**src/rtl/oric_ram_arbiter.sv**
```systemverilog
// Shares the single-port 64 KiB Oric main RAM between the reset fill, the CPU/ULA bus and the ioctl loader.
// Loader FIFO, ioctl_wait, load_done and load_ovf exist only when ORIC_RAM_LOADER_EN is defined.
module oric_ram_arbiter #(
  parameter logic [7:0]  FILL       = 8'hFF,
  parameter int unsigned FIFO_DEPTH = 4
) (
  input  logic        clk_sys,
  input  logic        reset,
  input  logic [15:0] cpu_ad,
  input  logic [7:0]  cpu_d,
  input  logic        cpu_cs,
  input  logic        cpu_we,
  output logic [7:0]  cpu_q,
  output logic        cpu_hold,
  input  logic        ioctl_download,
  input  logic        ioctl_wr,
  input  logic [15:0] ioctl_addr,
  input  logic [7:0]  ioctl_dout,
  output logic        ioctl_wait,
  output logic        load_done,
  output logic        load_ovf,
  output logic [15:0] mem_ad,
  output logic [7:0]  mem_d,
  output logic        mem_we,
  input  logic [7:0]  mem_q
);

  typedef enum logic {S_FILL, S_RUN} state_e;

  state_e      state_q, state_d;
  logic [15:0] fill_cnt_q, fill_cnt_d;

  always_ff @(posedge clk_sys) begin
    if (reset) begin
      state_q    <= S_FILL;
      fill_cnt_q <= '0;
    end else begin
      state_q    <= state_d;
      fill_cnt_q <= fill_cnt_d;
    end
  end

  assign cpu_q    = mem_q;
  assign cpu_hold = (state_q == S_FILL);

`ifdef ORIC_RAM_LOADER_EN
  localparam int unsigned PTR_W = (FIFO_DEPTH > 1) ? $clog2(FIFO_DEPTH) : 1;
  localparam int unsigned CNT_W = PTR_W + 1;

  typedef struct packed {
    logic [15:0] ad;
    logic [7:0]  d;
  } ld_entry_t;

  ld_entry_t        fifo_q [FIFO_DEPTH];
  ld_entry_t        head_c;
  logic [PTR_W-1:0] wr_ptr_q, rd_ptr_q;
  logic [CNT_W-1:0] count_q, count_d;
  logic             push_req_c, push_c, pop_c, empty_c, full_c;
  logic             ovf_q, wait_q, done_q, dl_q, fall_pend_q;

  assign empty_c    = (count_q == '0);
  assign full_c     = (count_q == CNT_W'(FIFO_DEPTH));
  assign head_c     = fifo_q[rd_ptr_q];
  assign pop_c      = (state_q == S_RUN) && !cpu_cs && !empty_c;
  assign push_req_c = ioctl_wr && ioctl_download;
  // A full FIFO still accepts a push when the head leaves in the same cycle.
  assign push_c     = push_req_c && (!full_c || pop_c);

  always_comb begin
    count_d = count_q;
    if (push_c && !pop_c) begin
      count_d = count_q + CNT_W'(1);
    end else if (!push_c && pop_c) begin
      count_d = count_q - CNT_W'(1);
    end
  end

  always_ff @(posedge clk_sys) begin
    if (push_c) begin
      fifo_q[wr_ptr_q] <= '{ad: ioctl_addr, d: ioctl_dout};
    end
  end

  always_ff @(posedge clk_sys) begin
    if (reset) begin
      wr_ptr_q    <= '0;
      rd_ptr_q    <= '0;
      count_q     <= '0;
      ovf_q       <= 1'b0;
      wait_q      <= 1'b1;
      dl_q        <= 1'b0;
      fall_pend_q <= 1'b0;
      done_q      <= 1'b0;
    end else begin
      if (push_c) wr_ptr_q <= wr_ptr_q + PTR_W'(1);
      if (pop_c)  rd_ptr_q <= rd_ptr_q + PTR_W'(1);
      count_q <= count_d;
      if (push_req_c && !push_c) ovf_q <= 1'b1;
      // Threshold one below full covers the loader reacting a cycle late.
      wait_q  <= (count_d >= CNT_W'(FIFO_DEPTH - 1)) || (state_d == S_FILL);
      dl_q    <= ioctl_download;
      done_q  <= 1'b0;
      if (dl_q && !ioctl_download) begin
        fall_pend_q <= 1'b1;
      end else if (fall_pend_q && empty_c && (state_q == S_RUN)) begin
        fall_pend_q <= 1'b0;
        done_q      <= 1'b1;
      end
    end
  end

  assign ioctl_wait = wait_q;
  assign load_done  = done_q;
  assign load_ovf   = ovf_q;
`else
  logic unused_ioctl;
  assign unused_ioctl = ^{ioctl_download, ioctl_wr, ioctl_addr, ioctl_dout};
  assign ioctl_wait   = 1'b0;
  assign load_done    = 1'b0;
  assign load_ovf     = 1'b0;
`endif

  // Port mux: fill owns the RAM, then CPU (combinational), then loader head.
  always_comb begin
    state_d    = state_q;
    fill_cnt_d = fill_cnt_q;
    mem_ad     = cpu_ad;
    mem_d      = cpu_d;
    mem_we     = 1'b0;
    case (state_q)
      S_FILL: begin
        mem_ad     = fill_cnt_q;
        mem_d      = FILL;
        mem_we     = 1'b1;
        fill_cnt_d = fill_cnt_q + 16'd1;
        if (fill_cnt_q == 16'hFFFF) state_d = S_RUN;
      end
      S_RUN: begin
        if (cpu_cs) begin
          mem_we = cpu_we;
`ifdef ORIC_RAM_LOADER_EN
        end else if (pop_c) begin
          mem_ad = head_c.ad;
          mem_d  = head_c.d;
          mem_we = 1'b1;
`endif
        end
      end
      default: state_d = S_FILL;
    endcase
  end

endmodule
```
**config.mk**
```make
export PLATFORM = sky130hd
export DESIGN_NAME = oric_ram_arbiter
export DESIGN_NICKNAME = d
export VERILOG_FILES = /design/src/rtl/oric_ram_arbiter.sv
export SDC_FILE = /design/constraint.sdc
export NUM_CORES = 1
export LEC_CHECK = 0
export CAP_MARGIN = 25
export CORE_ASPECT_RATIO = 0.6
export CORE_MARGIN = 3
export CORE_UTILIZATION = 31
export DETAILED_ROUTE_END_ITERATION = 8
export PLACE_DENSITY = 0.83
export RECOVER_POWER = 100
export SLEW_MARGIN = 20
export SYNTH_ARGS = -nofsm -noshare
export SYNTH_HDL_FRONTEND = slang
export SYNTH_SLANG_ARGS = --single-unit
```
**constraint.sdc**
```tcl
create_clock -name clk_sys -period 1.9 [get_ports clk_sys]
set_input_delay 0.57 -clock clk_sys [delete_from_list [all_inputs] [get_ports clk_sys]]
set_output_delay 0.57 -clock clk_sys [all_outputs]
set_load 0.05 [all_outputs]
```
Word-level counts from Yosys, hierarchy flattened
Cells that the tools add are included.
- input bits: 62
- logic and storage cells: 11
- register bits: 17
- output and inout bits: 37
- mux-type cells: 6
- add/sub/neg operators: 1
- bitwise logic cells: 1
- eq/ne operators: 1
- operator list (kind ; count):
    $add A16 B1 Y16 const B ; 1
    $eq A16 B16 Y1 const B ; 1
    $mux W16 ; 1
    $mux W8 ; 1
    $mux W1 ; 3
    $pmux W1 S2 ; 1
    $not A1 Y1 ; 1

Longest topological paths before layout
Gate-level depths: netlist (run 1).
- depth after elaboration: 3
- depth in mapped cells: 5
- gate-level depth less buffers: 5

Worst setup path after synthesis (run 1)
OpenSTA, ideal clock, no wires.
- path kind: register to output
- from: register state_q
- to: output mem_ad[10]
- arrival time: 1.144 ns
- slack: 0.186 ns
- path buffers: 1
- cell stages (with the launch flop): 3
- required time: 1.330 ns
- cells stage by stage: dfxtp_1 > clkbuf_1 > mux2_2
- cells in the longest elaborated chain, start to end: 1
- ends and longest elaborated chain (item ; RTL line ; text):
    from (decl) ; 30 ; state_e state_q, state_d;
    from (signal assigned) ; 38 ; state_q <= state_d;
    $mux W16 ; 131 ; case (state_q)
    to (decl) ; 22 ; output logic [15:0] mem_ad,
No other way between the ends.

Worst setup path after layout (run 1)
- from: input cpu_d[3]
- to: output mem_d[3]
- cells in the longest elaborated chain, start to end: 1
- ends and longest elaborated chain (item ; RTL line ; text):
    from (decl) ; 10 ; input logic [7:0] cpu_d,
    $mux W8 ; 131 ;
    to (decl) ; 23 ; output logic [7:0] mem_d,
No other way between the ends.

==> impl_metrics.py, run 1 <==
metrics = {
    "clocking": {
        "clk_path_buf_depth": 2,
        "tritoncts.num_buffers": 3,
        "cts_resized": 65,
        "path_clk_slew_ps": 70,
        "clock-sinks": 17,
        "cts_tree": "built",
        "clock_latency_ps": 260,
        "cts_setup_buffers": 0,
        "htreeDepth": 1,
        "clockRootBuffer": "clkbuf_8",
        "cts_hold_buffers": 0,
    },
    "critical_path": {
        "r2r-end": "fill_cnt_q[14]",
        "crit_type": "primary input to output pin",
        "critPathCaptureType": "output pin",
        "r2r_cells": 6,
        "worstPathRequired_ps": 1330,
        "r2r_setup_slack_ps": 180,
        "worstPathMaxFanout": 1,
        "start_kind": "primary input",
        "critPathArrivalTime_ps": 1310,
        "reg2reg_from": "state_q",
    },
    "drt": {
        "routed_via_density": 4.542,
        "vias": 972,
        "first_iter_violations": 32,
        "dr.pass1.iters": 4,
        "post-route-drc-count": 0,
        "ant_nets": 0,
        "totalWireLength_mm": 2.861,
        "wire_per_inst_um": 13.37,
    },
    "synth": {
        "synth-edff-count": 0,
        "netlist.area_leader.share": 0.3084,
        "synth_top_area_cell": "dfxtp_1",
        "synthMostInstantiatedCell": "dfxtp_1",
        "postSynth.asyncResetShare": 0,
        "netlist_area_mm2": 0.001104,
        "ys_seq_area_frac": 0.3084,
        "postSynthAreaPerCell_um2": 8.900,
        "synth_seq_cells": 17,
        "yosys-top-cells-count": "dfxtp_1, mux2_2, buf_4, nor2_1, xor2_1",
        "synth_area_leaders": "dfxtp_1, mux2_2, buf_4",
        "yosys_most_used_dff": "dfxtp_1",
        "syn_inst": 124,
        "synth_cell_type_count": 27,
        "yosysWarnings": 0,
    },
    "timing": {
        "rsz0062_at_grt": "true",
        "max_freq_mhz": 531.4,
        "fin_crit_sh": 0.9904,
        "worstMarginPinSlew_ps": 762.5,
        "final_hold_viol_count": 0,
        "drv_slew": 0,
        "fin_crit_ps": 1882,
        "final-setup-viol-count": 0,
        "finalClockSkew_ps": 4.419,
        "maxSlewHeadroom": 0.4917,
    },
    "worst_hold_path": {
        "holdPathStages": 2,
        "holdCritStartpoint": "fill_cnt_q[14]",
        "holdPathEnd": "fill_cnt_q[14]",
        "hold_path.class": "register to register",
    },
    "global_route": {
        "grt_pass1_wl_mm": 4.850,
        "grt_pass1_vias": 979,
        "track_usage": 0.1430,
        "gr-total-overflow": 0,
        "antenna_found_initial": 0,
        "grt_max_degree": 18,
    },
    "power_and_ir_drop": {
        "pwr-share-comb": 0.161,
        "vdd_drop_max_uv": 187.2,
        "p_leak_nw": 0.7529,
        "clkPwrFrac": 0.362,
        "switching_power_mw": 0.1988,
        "seqPwrFrac": 0.477,
        "p_int_mw": 0.5751,
        "power.density_mw_per_mm2": 426.3,
        "swShare": 0.2568,
        "power_mw": 0.7739,
    },
    "floorplanning": {
        "start_util": 0.3321,
        "die_area_mm2": 0.004335,
        "io_pins": 99,
        "rows": 16,
        "chipWidth_um": 83.03,
        "die_h_um": 52.22,
        "coreArea_mm2": 0.003323,
    },
    "finish": {
        "utilization": 0.5463,
        "antenna_cells": 0,
        "drive_gt1_frac": 0.3314,
        "nets": 233,
        "syn_to_final_growth_pct": 64.51,
    },
    "status": {
        "status": "finished clean",
    },
    "run": {
        "max-cap-violations": 0,
    },
    "placement": {
        "place.gp.congestion": 0.7409,
        "hpwl_mm": 2.126,
        "numPortBuffers": 53,
    },
}
-- worst max-delay path: stages --
cell	delay (ps)
clkdlybuf4s50_1	450
nand2b_1	140
buf_12	140
-- placed cells by master, fill, tap and decap left out, drive strengths merged --
cell type / n
clkbuf: 4
dlygate4sd3: 1
mux2: 16
mux2i: 1
inv: 1
nand4: 5
o21ai: 4
or3: 5
nor2b: 1
ha: 1
clkdlybuf4s50: 10
nor2: 12
dlygate4sd2: 16
and3b: 1
xor2: 9
a21oi: 5
buf: 30
nand2b: 8
nand3: 5
dfxtp: 17
xnor2: 2
and4b: 1
conb: 3
and2: 1
nand2: 7
and4: 2
clkinv: 1
-- power by group through the flow --
stage	combinational, mW	sequential [mW]	clock, mW
global placement	0.121	0.377	0
CTS	0.127	0.368	0.287
global route	0.134	0.370	0.310
finish	0.125	0.369	0.280
detailed placement	0.124	0.377	0
floorplan	0.108	0.375	0
-- state kept, by name, indices dropped and copies added (netlist names) --
| name | flops |
|---|---|
| fill_cnt_q | 16 |
| state_q | 1 |
-- cell families after synthesis --
| logic type | after synthesis | share of synthesized area |
|---|---|---|
| AND/OR/NAND/NOR | 48 | 0.2574 |
| multiplexers | 17 | 0.1723 |
| adder cells (fa/ha/maj) | 1 | 0.01134 |
| buffers and inverters | 20 | 0.1190 |
| XOR/XNOR | 11 | 0.08731 |
| flip-flops | 17 | 0.3084 |
| other | 1 | 0.003398 |
| AO/OA/AOI/OAI | 9 | 0.04081 |
-- layout make-up --
| type | instances | area [um2] |
|---|---|---|
| inverter | 1 | 3.754 |
| sequential | 17 | 341.6 |
| fill | 317 | 1508 |
| clock buffer | 3 | 41.29 |
| multi-input combinational | 89 | 710.7 |
| timing repair buffer | 58 | 656.9 |
| tap | 45 | 56.30 |
| clock inverter | 1 | 5.005 |
-- layer usage --
| metal | vias up | part of all wire | global-route usage |
|---|---|---|---|
| li1 | 495 | - | - |
| met1 | 442 | 0.46 | 0.1841 |
| met2 | 30 | 0.45 | 0.2234 |
| met3 | 5 | 0.067 | 0.05338 |
| met4 | 0 | 0.015 | 0.04620 |
| met5 | - | 0 | 0 |
-- metrics by stage --
step	setup TNS, ps	area (um2)	std cells	setup slack (ps)	hold slack, ps
finish	0	1815	214	18.33	513.6
global route	-7.664	1815	214	-7.664	529.1
CTS	0	1866	214	9.856	511.4
detailed placement	-1433	1655	210	-135.1	499.1
global placement	-1246	1655	210	-113.3	486.2
floorplan	0	1111	126	186.1	464.4
-- worst max-delay path by stage --
stage                           from    endpoint  slack [ps]  cells past startpoint
after floorplan              state_q  mem_ad[10]         190                      2
after global placement    cpu_ad[12]  mem_ad[12]        -110                      3
after detailed placement  cpu_ad[12]  mem_ad[12]        -140                      3
after CTS                     cpu_we      mem_we          10                      4
after global routing        cpu_d[3]    mem_d[3]          -8                      3
final                       cpu_d[3]    mem_d[3]          20                      3
No activity file was read; power rests on OpenSTA's default activity.
==> run 2: changes to the inputs <==
--- a/config.mk
+++ b/config.mk
@@ -6,7 +6,7 @@
 export NUM_CORES = 1
 export LEC_CHECK = 0
 export CAP_MARGIN = 25
-export CORE_ASPECT_RATIO = 0.6
+export CORE_ASPECT_RATIO = 1.5
 export CORE_MARGIN = 3
 export CORE_UTILIZATION = 31
 export DETAILED_ROUTE_END_ITERATION = 8
==> impl_metrics.py, run 2 (synthesized netlist as in run 1, its figures left out) <==
metrics = {
    "status": {
        "status": "finished clean",
    },
    "worst_hold_path": {
        "hold_path.class": "register to register",
    },
    "timing": {
        "finalClockSkew_ps": 4.395,
        "setup_ws_ps": 16.90,
        "maxSlewHeadroom": 0.5136,
        "max_freq_mhz": 531.0,
        "fin_crit_sh": 0.9911,
        "fin_crit_ps": 1883,
        "rsz0062_at_grt": "true",
        "worstMarginPinSlew_ps": 729.5,
        "final_hold_viol_count": 0,
        "final-setup-viol-count": 0,
        "drv_slew": 0,
    },
    "clocking": {
        "clk_path_buf_depth": 2,
        "tritoncts.num_buffers": 3,
        "cts_setup_buffers": 0,
        "clockRootBuffer": "clkbuf_8",
        "htreeDepth": 1,
        "clock-sinks": 17,
        "path_clk_slew_ps": 70,
        "clock_latency_ps": 250,
        "cts_hold_buffers": 0,
        "cts_tree": "built",
    },
    "power_and_ir_drop": {
        "p_leak_nw": 0.7954,
        "vdd_drop_max_uv": 281.0,
        "power.density_mw_per_mm2": 399.4,
        "power_mw": 0.7656,
    },
    "global_route": {
        "grt_pass1_vias": 1021,
        "track_usage": 0.1345,
        "antenna_found_initial": 0,
        "grt_pass1_wl_mm": 4.416,
        "gr-total-overflow": 0,
        "grt_max_degree": 18,
    },
    "floorplanning": {
        "chipWidth_um": 54.72,
        "start_util": 0.3360,
        "die_h_um": 79.08,
        "rows": 25,
        "io_pins": 99,
        "coreArea_mm2": 0.003284,
        "die_area_mm2": 0.004327,
    },
    "finish": {
        "largest_register_ffs": 16,
        "design_area_mm2": 0.001917,
        "top_regs": "fill_cnt_q: 16 flops, state_q: 1 flops",
        "syn_to_final_growth_pct": 73.70,
        "antenna_cells": 0,
        "nets": 234,
        "drive_gt1_frac": 0.3588,
        "utilization": 0.5836,
        "regMostFlops": "fill_cnt_q",
        "most-common-layout-cells": "mux2_4, dfxtp_1, dlygate4sd2_1, buf_8, nor2_1",
    },
    "critical_path": {
        "crit_type": "primary input to output pin",
        "worstPathRequired_ps": 1330,
        "critPathArrivalTime_ps": 1310,
        "critPathCaptureType": "output pin",
        "start_kind": "primary input",
        "worstPathMaxFanout": 1,
    },
    "placement": {
        "place.gp.congestion": 0.7146,
        "numPortBuffers": 53,
        "dpl_cell_area_mm2": 0.001657,
        "post-place-ws_ps": -110.6,
        "hpwl_mm": 2.072,
    },
    "drt": {
        "totalWireLength_mm": 2.745,
        "dr.pass1.iters": 2,
        "routed_via_density": 4.871,
        "ant_nets": 0,
        "wire_per_inst_um": 13.07,
        "first_iter_violations": 13,
        "vias": 1023,
        "post-route-drc-count": 0,
    },
    "run": {
        "max-cap-violations": 0,
    },
}
==> run 2: per-stage QoR <==
stage / hold WS [ps] / TNS (ps) / cells
floorplan: 464.4 / 0 / 126
global placement: 480.9 / -1270 / 206
finish: 507.4 / 0 / 210
detailed placement: 493.5 / -1404 / 206
global route: 549.9 / -22.93 / 210
CTS: 504.7 / -8.806 / 210
==> run 2: path summary, 6_finish.rpt <==
kind | startpoint | end | slack [ps] | depth (start not counted)
worst max-delay path | cpu_d[3] | mem_d[3] | 20 | 3
worst max register to register | fill_cnt_q[3] | fill_cnt_q[15] | 340 | 4
worst min register to register | fill_cnt_q[11] | fill_cnt_q[11] | 510 | 2
worst min-delay path | fill_cnt_q[11] | fill_cnt_q[11] | 510 | 2
==> run 2: critical path: stages <==
cell,delay [ps]
clkdlybuf4s50_1,450
nand2b_1,140
buf_12,150
==> run 2: what timing repair did <==
item	CTS	global route
endpoints found under the setup margin	17	22
gates resized for setup	65	10
endpoints found under the hold margin	0	0
cloned	0	0
pin swaps	0	1
==> run 2: area by class of cell <==
class | instances | area [um2]
Clock buffer | 3 | 41.29
Clock inverter | 1 | 5.005
Fill cell | 284 | 1368
Inverter | 1 | 3.754
Multi-Input combinational cell | 89 | 739.5
Sequential cell | 17 | 341.6
Tap cell | 40 | 50.05
Timing Repair Buffer | 59 | 735.7
==> run 2: report_power, final <==
group          switching [mW]  internal, mW  total [mW]
Sequential            0.00640         0.362       0.368
Clock                   0.123         0.145       0.268
Combinational          0.0579        0.0709       0.129
Total                   0.187         0.578       0.766
==> run 2: layer usage <==
layer	wire, um	track usage
met4	44	0.05237
met3	256	0.02814
met2	1467	0.2322
met1	977	0.1530
met5	0	0
